--- src/rtl/mips_dbg_pkg.sv ---
`default_nettype none
// ============================================================================
// Module      : mips_dbg_pkg
// Description : Shared types and constants for the MIPS run/dump controller.
// Revision    : 1.0 - initial release
// ============================================================================
package mips_dbg_pkg;

    // Controller states
    typedef enum logic [2:0] {
        ST_IDLE     = 3'd0,
        ST_RUN      = 3'd1,
        ST_DUMP_REG = 3'd2,
        ST_DUMP_MEM = 3'd3,
        ST_DONE     = 3'd4
    } state_t;

    // Bit positions inside halt_cause
    localparam int HALT_CAUSE_LIMIT = 0;
    localparam int HALT_CAUSE_HALT  = 1;

    // dump_src encoding
    localparam logic DUMP_SRC_REG = 1'b0;
    localparam logic DUMP_SRC_MEM = 1'b1;

endpackage
`default_nettype wire

--- src/rtl/mips_dump_seq.sv ---
`default_nettype none
// ============================================================================
// Module      : mips_dump_seq
// Description : Dump word sequencer - index counter, valid/ready handshake,
//               region-end detection and final-word flag.
// Revision    : 1.0 - initial release
// ============================================================================
module mips_dump_seq
    import mips_dbg_pkg::*;
#(
    parameter int REG_COUNT  = 32,
    parameter int DMEM_DEPTH = 256,
    parameter int MEM_AW     = $clog2(DMEM_DEPTH)
) (
    input  logic              i_clock,
    input  logic              i_reset_n,
    input  logic              i_clear,
    input  logic              i_active,
    input  logic              i_region,
    input  logic              i_mem_sel,
    input  logic              i_ready,
    output logic [MEM_AW-1:0] o_index,
    output logic              o_valid,
    output logic              o_fire,
    output logic              o_region_end,
    output logic              o_last
);

    localparam logic [MEM_AW-1:0] c_REG_LAST = MEM_AW'(REG_COUNT - 1);
    localparam logic [MEM_AW-1:0] c_MEM_LAST = MEM_AW'(DMEM_DEPTH - 1);

    logic [MEM_AW-1:0] r_index;
    logic              w_at_end;

    // Region end depends on which source is currently being streamed
    always_comb begin
        w_at_end = (i_region == DUMP_SRC_MEM) ? (r_index == c_MEM_LAST)
                                              : (r_index == c_REG_LAST);
    end

    assign o_valid      = i_active;
    assign o_fire       = i_active & i_ready;
    assign o_region_end = w_at_end;
    // Register region is only the final one when memory is not selected
    assign o_last       = i_active & w_at_end & ((i_region == DUMP_SRC_MEM) | ~i_mem_sel);
    assign o_index      = i_active ? r_index : '0;

    // Index advances only on an accepted word; wraps to 0 at the region end
    always_ff @(posedge i_clock) begin
        if (!i_reset_n) begin
            r_index <= '0;
        end else if (i_clear) begin
            r_index <= '0;
        end else if (o_fire) begin
            r_index <= w_at_end ? '0 : r_index + 1'b1;
        end
    end

endmodule
`default_nettype wire

--- src/rtl/mips_run_dump_ctrl.sv ---
`default_nettype none
// ============================================================================
// Module      : mips_run_dump_ctrl
// Description : Run/dump controller for the single-cycle MIPS core. Gates the
//               core for a cycle budget or until halt, then streams register
//               file and/or data memory over a valid/ready port.
// Revision    : 1.0 - initial release
// ============================================================================
module mips_run_dump_ctrl
    import mips_dbg_pkg::*;
#(
    parameter  int DATA_W     = 32,
    parameter  int REG_COUNT  = 32,
    parameter  int DMEM_DEPTH = 256,
    parameter  int CNT_W      = 16,
    localparam int REG_AW     = $clog2(REG_COUNT),
    localparam int MEM_AW     = $clog2(DMEM_DEPTH)
) (
    input  logic              i_clock,
    input  logic              i_reset_n,
    input  logic              i_start,
    input  logic [CNT_W-1:0]  i_cycle_limit,
    input  logic [1:0]        i_dump_sel,
    input  logic              i_halt_req,
    output logic              o_run_en,
    output logic [REG_AW-1:0] o_reg_rd_addr,
    input  logic [DATA_W-1:0] i_reg_rd_data,
    output logic [MEM_AW-1:0] o_mem_rd_addr,
    input  logic [DATA_W-1:0] i_mem_rd_data,
    output logic              o_dump_valid,
    input  logic              i_dump_ready,
    output logic [DATA_W-1:0] o_dump_data,
    output logic              o_dump_src,
    output logic [MEM_AW-1:0] o_dump_index,
    output logic              o_dump_last,
    output logic              o_busy,
    output logic              o_done,
    output logic [CNT_W-1:0]  o_cycles_run,
    output logic [1:0]        o_halt_cause
);

    state_t            r_state;
    state_t            w_next_state;
    state_t            w_run_exit;
    logic [CNT_W-1:0]  r_cycles;
    logic [CNT_W-1:0]  r_limit;
    logic [1:0]        r_sel;
    logic [1:0]        r_halt_cause;

    logic              w_start_accept;
    logic              w_limit_hit;
    logic              w_run_en;
    logic              w_dump_active;
    logic              w_dump_mem;
    logic              w_fire;
    logic              w_region_end;
    logic [MEM_AW-1:0] w_index;

    assign w_start_accept = i_start & ((r_state == ST_IDLE) | (r_state == ST_DONE));
    // Saturation at all-ones also stops the run so the counter never wraps
    assign w_limit_hit    = ((r_limit != '0) & (r_cycles == r_limit)) | (r_cycles == {CNT_W{1'b1}});
    assign w_run_en       = (r_state == ST_RUN) & ~i_halt_req & ~w_limit_hit;
    assign w_dump_mem     = (r_state == ST_DUMP_MEM);
    assign w_dump_active  = (r_state == ST_DUMP_REG) | w_dump_mem;

    mips_dump_seq #(
        .REG_COUNT  (REG_COUNT),
        .DMEM_DEPTH (DMEM_DEPTH),
        .MEM_AW     (MEM_AW)
    ) u_seq (
        .i_clock      (i_clock),
        .i_reset_n    (i_reset_n),
        .i_clear      (w_start_accept),
        .i_active     (w_dump_active),
        .i_region     (w_dump_mem),
        .i_mem_sel    (r_sel[1]),
        .i_ready      (i_dump_ready),
        .o_index      (w_index),
        .o_valid      (o_dump_valid),
        .o_fire       (w_fire),
        .o_region_end (w_region_end),
        .o_last       (o_dump_last)
    );

    // State register
    always_ff @(posedge i_clock) begin
        if (!i_reset_n) begin
            r_state <= ST_IDLE;
        end else begin
            r_state <= w_next_state;
        end
    end

    // Next-state logic; RUN exits to the first selected dump region
    always_comb begin
        w_run_exit   = r_sel[0] ? ST_DUMP_REG : (r_sel[1] ? ST_DUMP_MEM : ST_DONE);
        w_next_state = r_state;
        case (r_state)
            ST_IDLE, ST_DONE: if (w_start_accept) w_next_state = ST_RUN;
            ST_RUN:           if (!w_run_en) w_next_state = w_run_exit;
            ST_DUMP_REG:      if (w_fire && w_region_end)
                                  w_next_state = r_sel[1] ? ST_DUMP_MEM : ST_DONE;
            ST_DUMP_MEM:      if (w_fire && w_region_end) w_next_state = ST_DONE;
            default:          w_next_state = ST_IDLE;
        endcase
    end

    // Run latches, cycle counter and halt cause; cause captured on RUN exit
    always_ff @(posedge i_clock) begin
        if (!i_reset_n) begin
            r_cycles     <= '0;
            r_limit      <= '0;
            r_sel        <= '0;
            r_halt_cause <= '0;
        end else if (w_start_accept) begin
            r_cycles     <= '0;
            r_limit      <= i_cycle_limit;
            r_sel        <= i_dump_sel;
            r_halt_cause <= '0;
        end else if (r_state == ST_RUN) begin
            if (w_run_en) begin
                r_cycles <= r_cycles + 1'b1;
            end else begin
                r_halt_cause[HALT_CAUSE_HALT]  <= i_halt_req;
                r_halt_cause[HALT_CAUSE_LIMIT] <= w_limit_hit;
            end
        end
    end

    assign o_run_en      = w_run_en;
    assign o_reg_rd_addr = (r_state == ST_DUMP_REG) ? w_index[REG_AW-1:0] : '0;
    assign o_mem_rd_addr = w_dump_mem ? w_index : '0;
    assign o_dump_data   = w_dump_mem ? i_mem_rd_data
                         : ((r_state == ST_DUMP_REG) ? i_reg_rd_data : '0);
    assign o_dump_src    = w_dump_mem ? DUMP_SRC_MEM : DUMP_SRC_REG;
    assign o_dump_index  = w_index;
    assign o_busy        = (r_state == ST_RUN) | w_dump_active;
    assign o_done        = (r_state == ST_DONE);
    assign o_cycles_run  = r_cycles;
    assign o_halt_cause  = r_halt_cause;

endmodule
`default_nettype wire
--- config.mk ---
export PLATFORM = sky130hd
export DESIGN_NAME = mips_run_dump_ctrl
export DESIGN_NICKNAME = d
export VERILOG_FILES = /design/src/rtl/mips_dbg_pkg.sv /design/src/rtl/mips_dump_seq.sv /design/src/rtl/mips_run_dump_ctrl.sv
export SDC_FILE = /design/constraint.sdc
export NUM_CORES = 1
export LEC_CHECK = 0
export BUFFER_PORTS_ARGS = -buffer_cell sky130_fd_sc_hd__buf_2
export CAP_MARGIN = 20
export CORE_MARGIN = 5
export CORE_UTILIZATION = 25
export CTS_CLUSTER_DIAMETER = 150
export DETAILED_ROUTE_END_ITERATION = 8
export GPL_TIMING_DRIVEN = 0
export PLACE_DENSITY = 0.61
export SLEW_MARGIN = 20
export SYNTH_ARGS = -nofsm -noshare
export SYNTH_HDL_FRONTEND = slang
export SYNTH_SLANG_ARGS = --single-unit
export TNS_END_PERCENT = 100
--- constraint.sdc ---
create_clock -name i_clock -period 4.8 [get_ports i_clock]
set_input_delay 1.2 -clock i_clock [delete_from_list [all_inputs] [get_ports i_clock]]
set_output_delay 1.2 -clock i_clock [all_outputs]
set_load 0.01 [all_outputs]
Word-level counts from Yosys, hierarchy flattened
Index checks and enable logic that the tools add are counted.
Operators by class
  add/sub/neg operators: 2
  $mul: 0
  div/mod/pow operators: 0
  magnitude comparators: 0
  eq/ne operators: 12
  shift operators: 0
  mux-type cells: 15
  bitwise gates (word level): 17
  reductions and logical operators: 8
Operator list (number)
  2-to-1 mux 32 bit: 2
  2-to-1 mux 8 bit: 3
  2-to-1 mux 3 bit: 6
  adder 16 x 1 -> 16 bit, second input constant: 1
  == test 16 bit: 1
  == test 16 bit, second input constant: 1
  nonzero test 16 bit: 1
  case mux 3 bit (4 select lines): 1
  adder 8 x 1 -> 8 bit, second input constant: 1
  == test 8 x 5 -> 1 bit, second input constant: 1
  == test 8 bit, second input constant: 1
  AND 1 bit: 7
  == test 3 x 2 -> 1 bit, second input constant: 2
  != test 2 x 1 -> 1 bit, second input constant: 3
  2-to-1 mux 5 bit: 1
  NOT 1 bit: 5
  bitwise OR 1 bit: 5
  AND reduction 2 bit: 2
  AND reduction 4 bit: 1
  OR reduction 2 bit: 2
  == test 3 x 1 -> 1 bit, second input constant: 1
  == test 3 bit, second input constant: 1
  zero test 3 bit: 1
  2-to-1 mux 1 bit: 2
  other kinds (2): 2
Storage, ports and cells
  register bits after elaboration: 47
  latch bits: 0
  bits in writable memories: 0
  bits in read-only memories: 0
  bits of input ports: 87
  output and inout port bits: 77
  logic and storage cells: 60
  memories kept: 0

Logic depth before layout (Yosys ltp)
Gate-level depths: netlist (run 1).
  depth in word-level cells: 7
  mapped depth: 12
  gate-level depth less buffers: 9

Modules after synthesis
Synthesis (run 1) repeated with hierarchy kept, for this count alone.
Unflattened totals
  cells, all modules: 410
  area, all modules: 3143.0 um^2
By module, submodules not included
  mips_run_dump_ctrl: instances 1, cells each 349, area each 2636.3 um^2, sequential area each 780.7 um^2
  mips_dump_seq: instances 1, cells each 61, area each 506.7 um^2, sequential area each 160.2 um^2

Least setup slack after synthesis (run 1)
OpenSTA, ideal clock, no wires.
  path kind: register to output
  start point: register r_state[1]
  end point: output port o_dump_last
  arrival: 2.223 ns
  required time: 3.600 ns
  path slack: 1.377 ns
  cell stages (with the launch flop): 11
  buffers on the path: 3
  cells stage by stage: dfxtp_1 buf_2 nand2b_1 clkbuf_1 inv_1 clkbuf_1 and2_1 ha_1 nor3_1 nand4b_1 nor3_1
Between the ends
  word-level cells in the longest chain between the ends: 4
  elaborated cells on any way between the ends: 7
  those cells by class: eq/ne: 2; mux: 1; bitwise: 4
Ends and longest elaborated chain
  start: declaration: RTL line mips_run_dump_ctrl.sv:42  | state_t r_state;
  start signal: assignment: RTL line mips_run_dump_ctrl.sv:90  | r_state <= w_next_state;
  == test 3 x 2 -> 1 bit, on equally long branches: RTL line mips_run_dump_ctrl.sv:64, mips_run_dump_ctrl.sv:63
  bitwise OR 1 bit *: RTL line mips_run_dump_ctrl.sv:64  | assign w_dump_active = (r_state == ST_DUMP_REG) | w_dump_mem;
  named net o_dump_valid: RTL line mips_run_dump_ctrl.sv:30  | output logic o_dump_valid,
  AND 1 bit * (2 in series): RTL line mips_dump_seq.sv:45  | assign o_last = i_active & w_at_end & ((i_region == DUMP_SRC_MEM) | ~i_mem_sel);
  end: declaration: RTL line mips_run_dump_ctrl.sv:35  | output logic o_dump_last,
The timed path passes the listed nets; every way through them passes the cells marked *.

Worst setup path in the final report (run 1)
  start point: register r_state[2]
  end point: output port o_dump_last
Between the ends
  word-level cells in the longest chain between the ends: 4
  elaborated cells on any way between the ends: 7
  those cells by class: eq/ne: 2; mux: 1; bitwise: 4
Ends and longest elaborated chain (RTL line)
  == test 3 x 2 -> 1 bit, on equally long branches: mips_run_dump_ctrl.sv:64, mips_run_dump_ctrl.sv:63
  bitwise OR 1 bit / 2-to-1 mux 1 bit (equally long branches): mips_run_dump_ctrl.sv:64, mips_dump_seq.sv:37
  AND 1 bit: mips_dump_seq.sv:45
  AND 1 bit *: mips_dump_seq.sv:45
Every way passes the cells marked *; elsewhere a longest branch is shown, timed or not.

==> results of run 1 <==
[kinds of logic (layout without fill, tap and decap cells)]
group                      Yosys count  after routing  synth area share
AOI/OAI and AO/OA                   59             59             0.131
xor gates and xnor gates            29             29            0.0856
adders and majority gates            5              5            0.0205
buffers and inverters               37            207            0.0536
DFF                                 47             47             0.308
muxes                               33             33             0.108
and+or+nand+nor                    182            182             0.293
[synthesized netlist by cell type, types with 6 or more instances]
cell | instances | area (um^2)
nand3_1 | 8 | 40.0
nand2_1 | 55 | 206
xnor2_1 | 22 | 193
xor2_1 | 6 | 52.6
nand4_1 | 9 | 56.3
dfxtp_1 | 47 | 941
mux2i_1 | 33 | 330
and3_1 | 11 | 68.8
inv_1 | 13 | 48.8
and2_1 | 14 | 87.6
o21ai_0 | 9 | 45.0
clkbuf_1 | 15 | 56.3
a21boi_0 | 18 | 135
a21oi_1 | 12 | 60.1
nor2_1 | 52 | 195
[flip-flops by register name, indices dropped and copies added, names as in the netlist]
register       flops
o_cycles_run      16
o_halt_cause       2
r_limit           16
r_sel              2
r_state            3
u_seq.r_index      8
[power groups by stage]
| stage | logic (W) | registers (W) | clock network [W] |
|---|---|---|---|
| after global placement | 0.000209 | 0.000427 | 0 |
| after detailed placement | 0.000214 | 0.000428 | 0 |
| after global routing | 0.000237 | 0.000421 | 0.000410 |
| after floorplan | 0.000136 | 0.000425 | 0 |
| final | 0.000212 | 0.000419 | 0.000388 |
| after CTS | 0.000214 | 0.000419 | 0.000396 |
[metrics by stage]
| stage | cell area [um^2] | util |
|---|---|---|
| 2_1_floorplan | 3060 | - |
| 3_3_place_gp | 4060 | 0.338 |
| 3_5_place_dp | 4060 | 0.338 |
| 4_1_cts | 4210 | 0.351 |
| 5_1_grt | 4210 | 0.351 |
| 6_report | 4210 | 0.351 |
[layer usage]
metal,track usage,part of all wire,vias to the layer above
met5,0,0,-
met4,0.0354,0.011,0
met3,0.0281,0.042,6
met2,0.236,0.51,79
met1,0.166,0.44,1502
li1,-,-,1691
[cell type report]
type / instances / area (um^2) / share of cell area
plain buffers: 23 / 106 / 0.0252
clock buffers: 6 / 129 / 0.0306
inverters: 14 / 57.6 / 0.0137
flip-flops and latches: 47 / 941 / 0.223
multi-input cells: 308 / 1950 / 0.463
well taps: 147 / 184 / 0.0436
clock inverters: 1 / 30.0 / 0.00713
repair buffers: 163 / 816 / 0.194
[final timing paths]
kind,from,to,slack (ns)
max reg2reg,r_state[2],r_state[1],1.59
min,o_halt_cause[0],o_halt_cause[0],0.46
min reg2reg,o_halt_cause[0],o_halt_cause[0],0.46
max,r_state[2],o_dump_last,0.70
[worst max-delay path, cell delays in order (launching register included)]
cell and delay [ns]:
dfxtp_1 0.45, nand2b_1 0.14, clkbuf_1 0.29, inv_1 0.19, clkbuf_1 0.23, and2_1 0.24
ha_1 0.30, nor3_1 0.22, nand4b_1 0.20, nor3_1 0.20, buf_2 0.16
==> run summary, run 1 <==
Status - finished, final reports clean
Clock Latency Late Sink - 0.29 ns
Postcts setup bufs - 0
Total power - 0.00102 W
Final period util - 0.855
Worst path required time - 3.60 ns
Critical path class - flop to output pin
Unrepaired setup endpoints after global routing - no
Via/cell ratio - 4.62
Initial antenna violation count - 0
Post-synthesis sequential area ratio - 0.308
Share of post-route cells with drive strength above 1 - 0.326
Placed cells - 702
Die width - 121 um
Routed wire length per instance - 14.2 um
Power Dens Cells - 242 nW/um^2
Final global-route overflow total - 0
Max Slew Vio Count - 0
Core Area - 12000 um^2
R2r worst-path depth - 11
EDFF count, synth - 0
Mean Syn Cell Area - 7.79 um^2
CP arrival - 2.90 ns
Top FF cell, synth - dfxtp_1
Drt drc - 0
Via count - 3278
Syn Nets - 484
Sw frac - 0.269
Post-synth ARST share - 0
Hold bufs inserted after CTS - 0
Startpoint Class - flop
Vias in the first global route - 3239
Overall routing resource usage - 0.134
Starting Density - 0.254
Final Non-Filler Cells - 709
Max-cap violations - 0
Fillers - 1316
Worst Path Max Fanout - 10
Leak - 1.99 nW
RePlAce Congestion - 0.874
Clk buf depth - 2
Post-DP HPWL - 8410 um
Hold path cells - 2
Final ANT Viol Nets - 0
First-pass detailed-route iteration total - 4
Worst-margin pin slew - 0.704 ns
Number of warnings issued by yosys - 0
Clock period minus worst slack - 4.10 ns
Synth unique cells - 43
Rel. slew slack - 0.531
I/O Buffers - 163
Clock share of power - 0.380
Most frequent cells in the layout - buf_2, nand2_1, nor2_1
Largest net degree at the start of global routing - 14
Internal power - 0.000744 W
Reg clk slew, reported paths - 0.07 ns
Clock skew - 0.0108 ns
Yosys reg bits - 47
Mapped Cells - 392
Commonest non-fill, non-tap cell in the layout - buf_2
Post-layout worst setup margin - 0.696 ns
Gate power share - 0.208
Worst hold path class - flop to flop
F_max - 0.244 GHz
Htree depth - 2
# setup viols final - 0
Register share of total power - 0.411
Die Ht - 121 um
Sw Pwr - 0.000274 W
Rows - 40
CTS tree - done
Worst hold slack - 0.455 ns
Post-CTS sizing - 0
First-pass GRT wire length - 16000 um
Worst ir drop on vdd - 138 uV
# diodes - 0
Dpl ws - 0.985 ns
Clock Sinks - 47
Final Hold Viols - 0
Post-Syn Area - 3060 um^2
TNS Setup - 0 ns
Final net count - 654
WL final - 10100 um
Num CTS Buffers - 5
Root Buffer - clkbuf_16
Die Area - 14500 um^2
CP endpoint kind - output pin
DR iter-0 viols - 139
Area growth syn-to-layout - 37.9%
Number of placed I/O pins - 164
Power figures use the tool's default switching activity.
==> run 2, diff against run 1 <==
Settings changed: BUFFER_PORTS_ARGS -buffer_cell sky130_fd_sc_hd__buf_2 to unset, DONT_BUFFER_PORTS set to 1, MAX_ROUTING_LAYER set to met4, PLACE_DENSITY 0.61 to 0.49.
==> run summary, run 2 (synthesis gave the netlist of run 1 again) <==
Htree depth - 2 (unchanged)
Worst ir drop on vdd - 119 uV (-14%)
Die Area - 14500 um^2 (unchanged)
Leak - 1.23 nW (-39%)
Die width - 121 um (unchanged)
CTS tree - done
Root Buffer - clkbuf_16
Via/cell ratio - 5.00 (+8.1%)
Largest net degree at the start of global routing - 19 (+5)
Fillers - 1330 (+1.1%)
Final global-route overflow total - 0 (unchanged)
First-pass GRT wire length - 14200 um (-11%)
Unrepaired setup endpoints after global routing - no
# setup viols final - 0 (unchanged)
Share of post-route cells with drive strength above 1 - 0.0550 (-0.271)
Worst path cell trace - nand2b_1, clkbuf_1, inv_1, clkbuf_1, and2_1, ha_1, nor3_1, nand4b_1, nor3_1
I/O Buffers - 0 (-100%)
Drt drc - 0 (unchanged)
Most frequent cells in the layout - nand2_1, nor2_1, dfxtp_1
Area growth syn-to-layout - 11.1%
Final ANT Viol Nets - 0 (unchanged)
F_max - 0.227 GHz (-6.9%)
Critical path class - flop to output pin
Rows - 40 (unchanged)
CP arrival - 3.21 ns (+0.31 ns)
Clock skew - 0.00878 ns (-0.00202 ns)
Number of placed I/O pins - 164 (unchanged)
Num CTS Buffers - 5 (unchanged)
WL final - 9090 um (-10%)
CP endpoint kind - output pin
Clock Latency Late Sink - 0.30 ns (about the same)
Status - finished, final reports clean
Final Hold Viols - 0 (unchanged)
Overall routing resource usage - 0.125 (-0.00917)
TNS Setup - 0 ns (unchanged)
Worst stage delay on the critical path - 0.45 ns (about the same)
Post-DP HPWL - 7430 um (-12%)
Max-cap violations - 0 (unchanged)
Power Dens Cells - 282 nW/um^2 (+17%)
Max Slew Vio Count - 0 (unchanged)
Die Ht - 121 um (unchanged)
Postcts setup bufs - 0 (unchanged)
First-pass detailed-route iteration total - 4 (unchanged)
Core Area - 12000 um^2 (unchanged)
Worst-margin pin slew - 0.746 ns (+0.0421 ns)
Post-CTS sizing - 0 (unchanged)
Worst Path Max Fanout - 10 (unchanged)
Starting Density - 0.254 (unchanged)
# diodes - 0 (unchanged)
Final net count - 491 (-25%)
Clock period minus worst slack - 4.41 ns (+0.302 ns)
Initial antenna violation count - 0 (unchanged)
Startpoint Class - flop
Vias in the first global route - 2710 (-16%)
Rel. slew slack - 0.498 (-0.0326)
Hold bufs inserted after CTS - 0 (unchanged)
RePlAce Congestion - 0.803 (-8.1%)
Clock Sinks - 47 (unchanged)
Commonest non-fill, non-tap cell in the layout - nand2_1
Total power - 0.000958 W (-6.0%)
Worst hold path class - flop to flop
Final period util - 0.918 (+0.0630)
DR iter-0 viols - 115 (-17%)
Routed wire length per instance - 16.6 um (+17%)
Worst path required time - 3.60 ns (about the same)
Clk buf depth - 2 (unchanged)
CP max-delay cell - dfxtp_1
Via count - 2734 (-17%)
Reg clk slew, reported paths - 0.07 ns (about the same)
-- run 2: changes by cell type in the layout (fill, tap and decap cells not counted) --
cell / change
inv_6: +2
bufinv_16: -1
buf_2: -163
inv_8: +1
clkbuf_1: -1
-- run 2: metal layers --
metal | routed length, um | global-route usage | vias to the layer above
li1 | - | - | 1372
met1 | 4050 | 0.158 | 1260
met2 | 4420 | 0.197 | 91
met3 | 489 | 0.0299 | 11
met4 | 126 | 0.0397 | 0
met5 | 0 | - | -
-- run 2: metrics by stage --
| stage | std cells | setup WS [ns] | hold slack, ns | utilization | area, um^2 |
|---|---|---|---|---|---|
| 5_1_grt | 547 | 0.0927 | 0.523 | 0.283 | 3390 |
| 3_3_place_gp | 539 | 0.632 | 0.485 | 0.270 | 3240 |
| 2_1_floorplan | 392 | 1.38 | 0.457 | - | 3060 |
| 4_1_cts | 547 | 0.289 | 0.500 | 0.283 | 3390 |
| 6_report | 547 | 0.394 | 0.494 | 0.283 | 3390 |
| 3_5_place_dp | 539 | 0.619 | 0.489 | 0.270 | 3240 |
-- run 2: path summary, 6_finish.rpt --
kind | from | endpoint | slack, ns | cells past startpoint
max | r_state[2] | o_dump_last | 0.39 | 9
min | r_sel[0] | r_sel[0] | 0.49 | 2
max reg2reg | r_state[2] | r_state[1] | 1.33 | 11
min reg2reg | r_sel[0] | r_sel[0] | 0.49 | 2
-- run 2: power breakdown --
group          switching [W]  total (W)  internal [W]
combinational      0.0000988   0.000166     0.0000669
sequential         0.0000166   0.000421      0.000404
clock               0.000170   0.000371      0.000201
-- run 2: layout make-up --
class / instances / area [um^2] / share of cell area
multi-input combinational: 308 / 1950 / 0.575
tap: 147 / 184 / 0.0542
buffer: 23 / 106 / 0.0313
clock inverter: 3 / 28.8 / 0.00848
inverter: 14 / 57.6 / 0.0170
clock buffer: 5 / 125 / 0.0369
sequential: 47 / 941 / 0.277
-- run 2: worst max-delay path: cells and delay by family (launching register included) --
family	cells	cell delay [ns]
adders and majority gates	1	0.32
buffers and inverters	3	0.81
DFF	1	0.45
and+or+nand+nor	5	1.33
==> run 3, diff against run 2 <==
Settings changed: PLACE_DENSITY 0.49 to unset.
==> run summary, run 3 (synthesis gave the netlist of run 1 again) <==
Final Core Density - 0.283 (about the same)
Gate power share - 0.174 (about the same)
Clock Sinks - 47 (unchanged)
Worst stage delay on the critical path - 0.46 ns (about the same)
Worst path required time - 3.60 ns (about the same)
Post-DP HPWL - 7550 um (+1.6%)
First-pass detailed-route iteration total - 4 (unchanged)
Clock Latency Late Sink - 0.29 ns (about the same)
Post-CTS sizing - 0 (unchanged)
Setup crit end - o_dump_last
Postcts setup bufs - 0 (unchanged)
CTS tree - done
Via/cell ratio - 5.01 (+0.26%)
Max Slew Vio Count - 0 (unchanged)
Rel. slew slack - 0.536 (+0.0379)
Worst-margin pin slew - 0.690 ns (-0.0563 ns)
Clock skew - 0.00409 ns (-0.00469 ns)
Num CTS Buffers - 5 (unchanged)
Final period util - 0.889 (-0.0287)
Share of post-route cells with drive strength above 1 - 0.0550 (unchanged)
Die Area - 14500 um^2 (unchanged)
R2r startpoint - r_state[2]
Leak - 1.22 nW (-0.30%)
Final Hold Viols - 0 (unchanged)
Initial antenna violation count - 0 (unchanged)
Drt drc - 0 (unchanged)
Die width - 121 um (unchanged)
DR iter-0 viols - 173 (+50%)
Starting Density - 0.254 (unchanged)
RePlAce Congestion - 0.774 (-3.6%)
Worst Path Max Fanout - 10 (unchanged)
Worst hold path class - flop to flop
Largest net degree at the start of global routing - 16 (-3)
First-pass GRT wire length - 14100 um (-0.58%)
Worst ir drop on vdd - 126 uV (+6.3%)
Critical path class - flop to output pin
Register share of total power - 0.440 (about the same)
# diodes - 0 (unchanged)
TNS Setup - 0 ns (unchanged)
Clock period minus worst slack - 4.27 ns (-0.138 ns)
Root Buffer - clkbuf_16
# setup viols final - 0 (unchanged)
Final net count - 491 (unchanged)
Unrepaired setup endpoints after global routing - no
Worst hold slack - 0.492 ns (-0.00215 ns)
Reg clk slew, reported paths - 0.07 ns (about the same)
Rows - 40 (unchanged)
Hold bufs inserted after CTS - 0 (unchanged)
Clk buf depth - 2 (unchanged)
Clock share of power - 0.386 (-0.002)
Internal power - 0.000680 W (+1.2%)
Worst reg2reg endpoint - r_state[1]
Overall routing resource usage - 0.124 (-0.000935)
Sw frac - 0.288 (-0.0106)
CP arrival - 3.07 ns (-0.14 ns)
CP endpoint kind - output pin
I/O Buffers - 0 (unchanged)
Final ANT Viol Nets - 0 (unchanged)
Core Area - 12000 um^2 (unchanged)
Commonest non-fill, non-tap cell in the layout - nand2_1
Final global-route overflow total - 0 (unchanged)
Critical path launch point - r_state[2]
Status - finished, final reports clean
Vias in the first global route - 2732 (+0.81%)
WL final - 9060 um (-0.28%)
Worst path cell trace - nand2b_1, clkbuf_1, inv_1, clkbuf_1, and2_1, ha_1, nor3_1, nand4b_1, nor3_1
Area growth syn-to-layout - 11.1% (about the same)
Via count - 2741 (+0.26%)
R2R Setup Slk - 1.54 ns (+0.21 ns)
Sw Pwr - 0.000275 W (-3.9%)
Power Dens Cells - 281 nW/um^2 (-0.39%)
Number of placed I/O pins - 164 (unchanged)
Htree depth - 2 (unchanged)
Most frequent cells in the layout - nand2_1, nor2_1, dfxtp_1
CP max-delay cell - dfxtp_1
Startpoint Class - flop
F_max - 0.234 GHz (+3.2%)
Die Ht - 121 um (unchanged)
Max-cap violations - 0 (unchanged)
Routed wire length per instance - 16.6 um (-0.28%)
R2r worst-path depth - 11 (unchanged)
## run 3: cell type report
class,count,area (um^2)
Fill cell,1284,8620
Multi-Input combinational cell,308,1950
Sequential cell,47,941
Tap cell,147,184
Clock buffer,6,139
Buffer,23,106
Inverter,14,57.6
Clock inverter,2,16.3
## run 3: metrics by stage
stage               instance area (um^2)  power [W]  cells  setup WS, ns
detailed placement                  3240   0.000597    539         0.790
global placement                    3240   0.000592    539         0.827
CTS                                 3390   0.000969    547         0.469
floorplan                           3060   0.000561    392          1.38
finish                              3390   0.000954    547         0.532
global route                        3390    0.00100    547         0.210
## run 3: worst min path at each step
stage,from,endpoint,slack [ns],depth (start not counted)
6_report,r_limit[0],r_limit[0],0.49,2
4_1_cts,r_limit[0],r_limit[0],0.50,2
2_1_floorplan,r_sel[0],r_sel[0],0.46,2
3_5_place_dp,r_limit[0],r_limit[0],0.49,2
5_1_grt,r_limit[12],r_limit[12],0.52,2
3_3_place_gp,r_limit[15],r_limit[15],0.48,2
## run 3: layer usage
layer	routed length, um	part of all wire	vias to the layer above	global-route usage
met2	4540	0.50	97	0.203
met1	3650	0.40	1261	0.140
met5	0	0	-	-
met3	673	0.074	18	0.0398
met4	198	0.022	0	0.0496
li1	-	-	1365	-
## run 3: power groups by stage
stage | clock [W] | combinational [W] | sequential, W
2_1_floorplan | 0 | 0.000136 | 0.000425
3_3_place_gp | 0 | 0.000164 | 0.000429
3_5_place_dp | 0 | 0.000168 | 0.000429
4_1_cts | 0.000380 | 0.000168 | 0.000420
5_1_grt | 0.000395 | 0.000186 | 0.000422
6_report | 0.000369 | 0.000166 | 0.000420
## run 3: worst max-delay path, delay by kind of cell (launching register included)
kind / cells / cell delay [ns]
fa+ha+maj: 1 / 0.31
buf+inv: 3 / 0.73
flops: 1 / 0.46
simple gates: 5 / 1.27
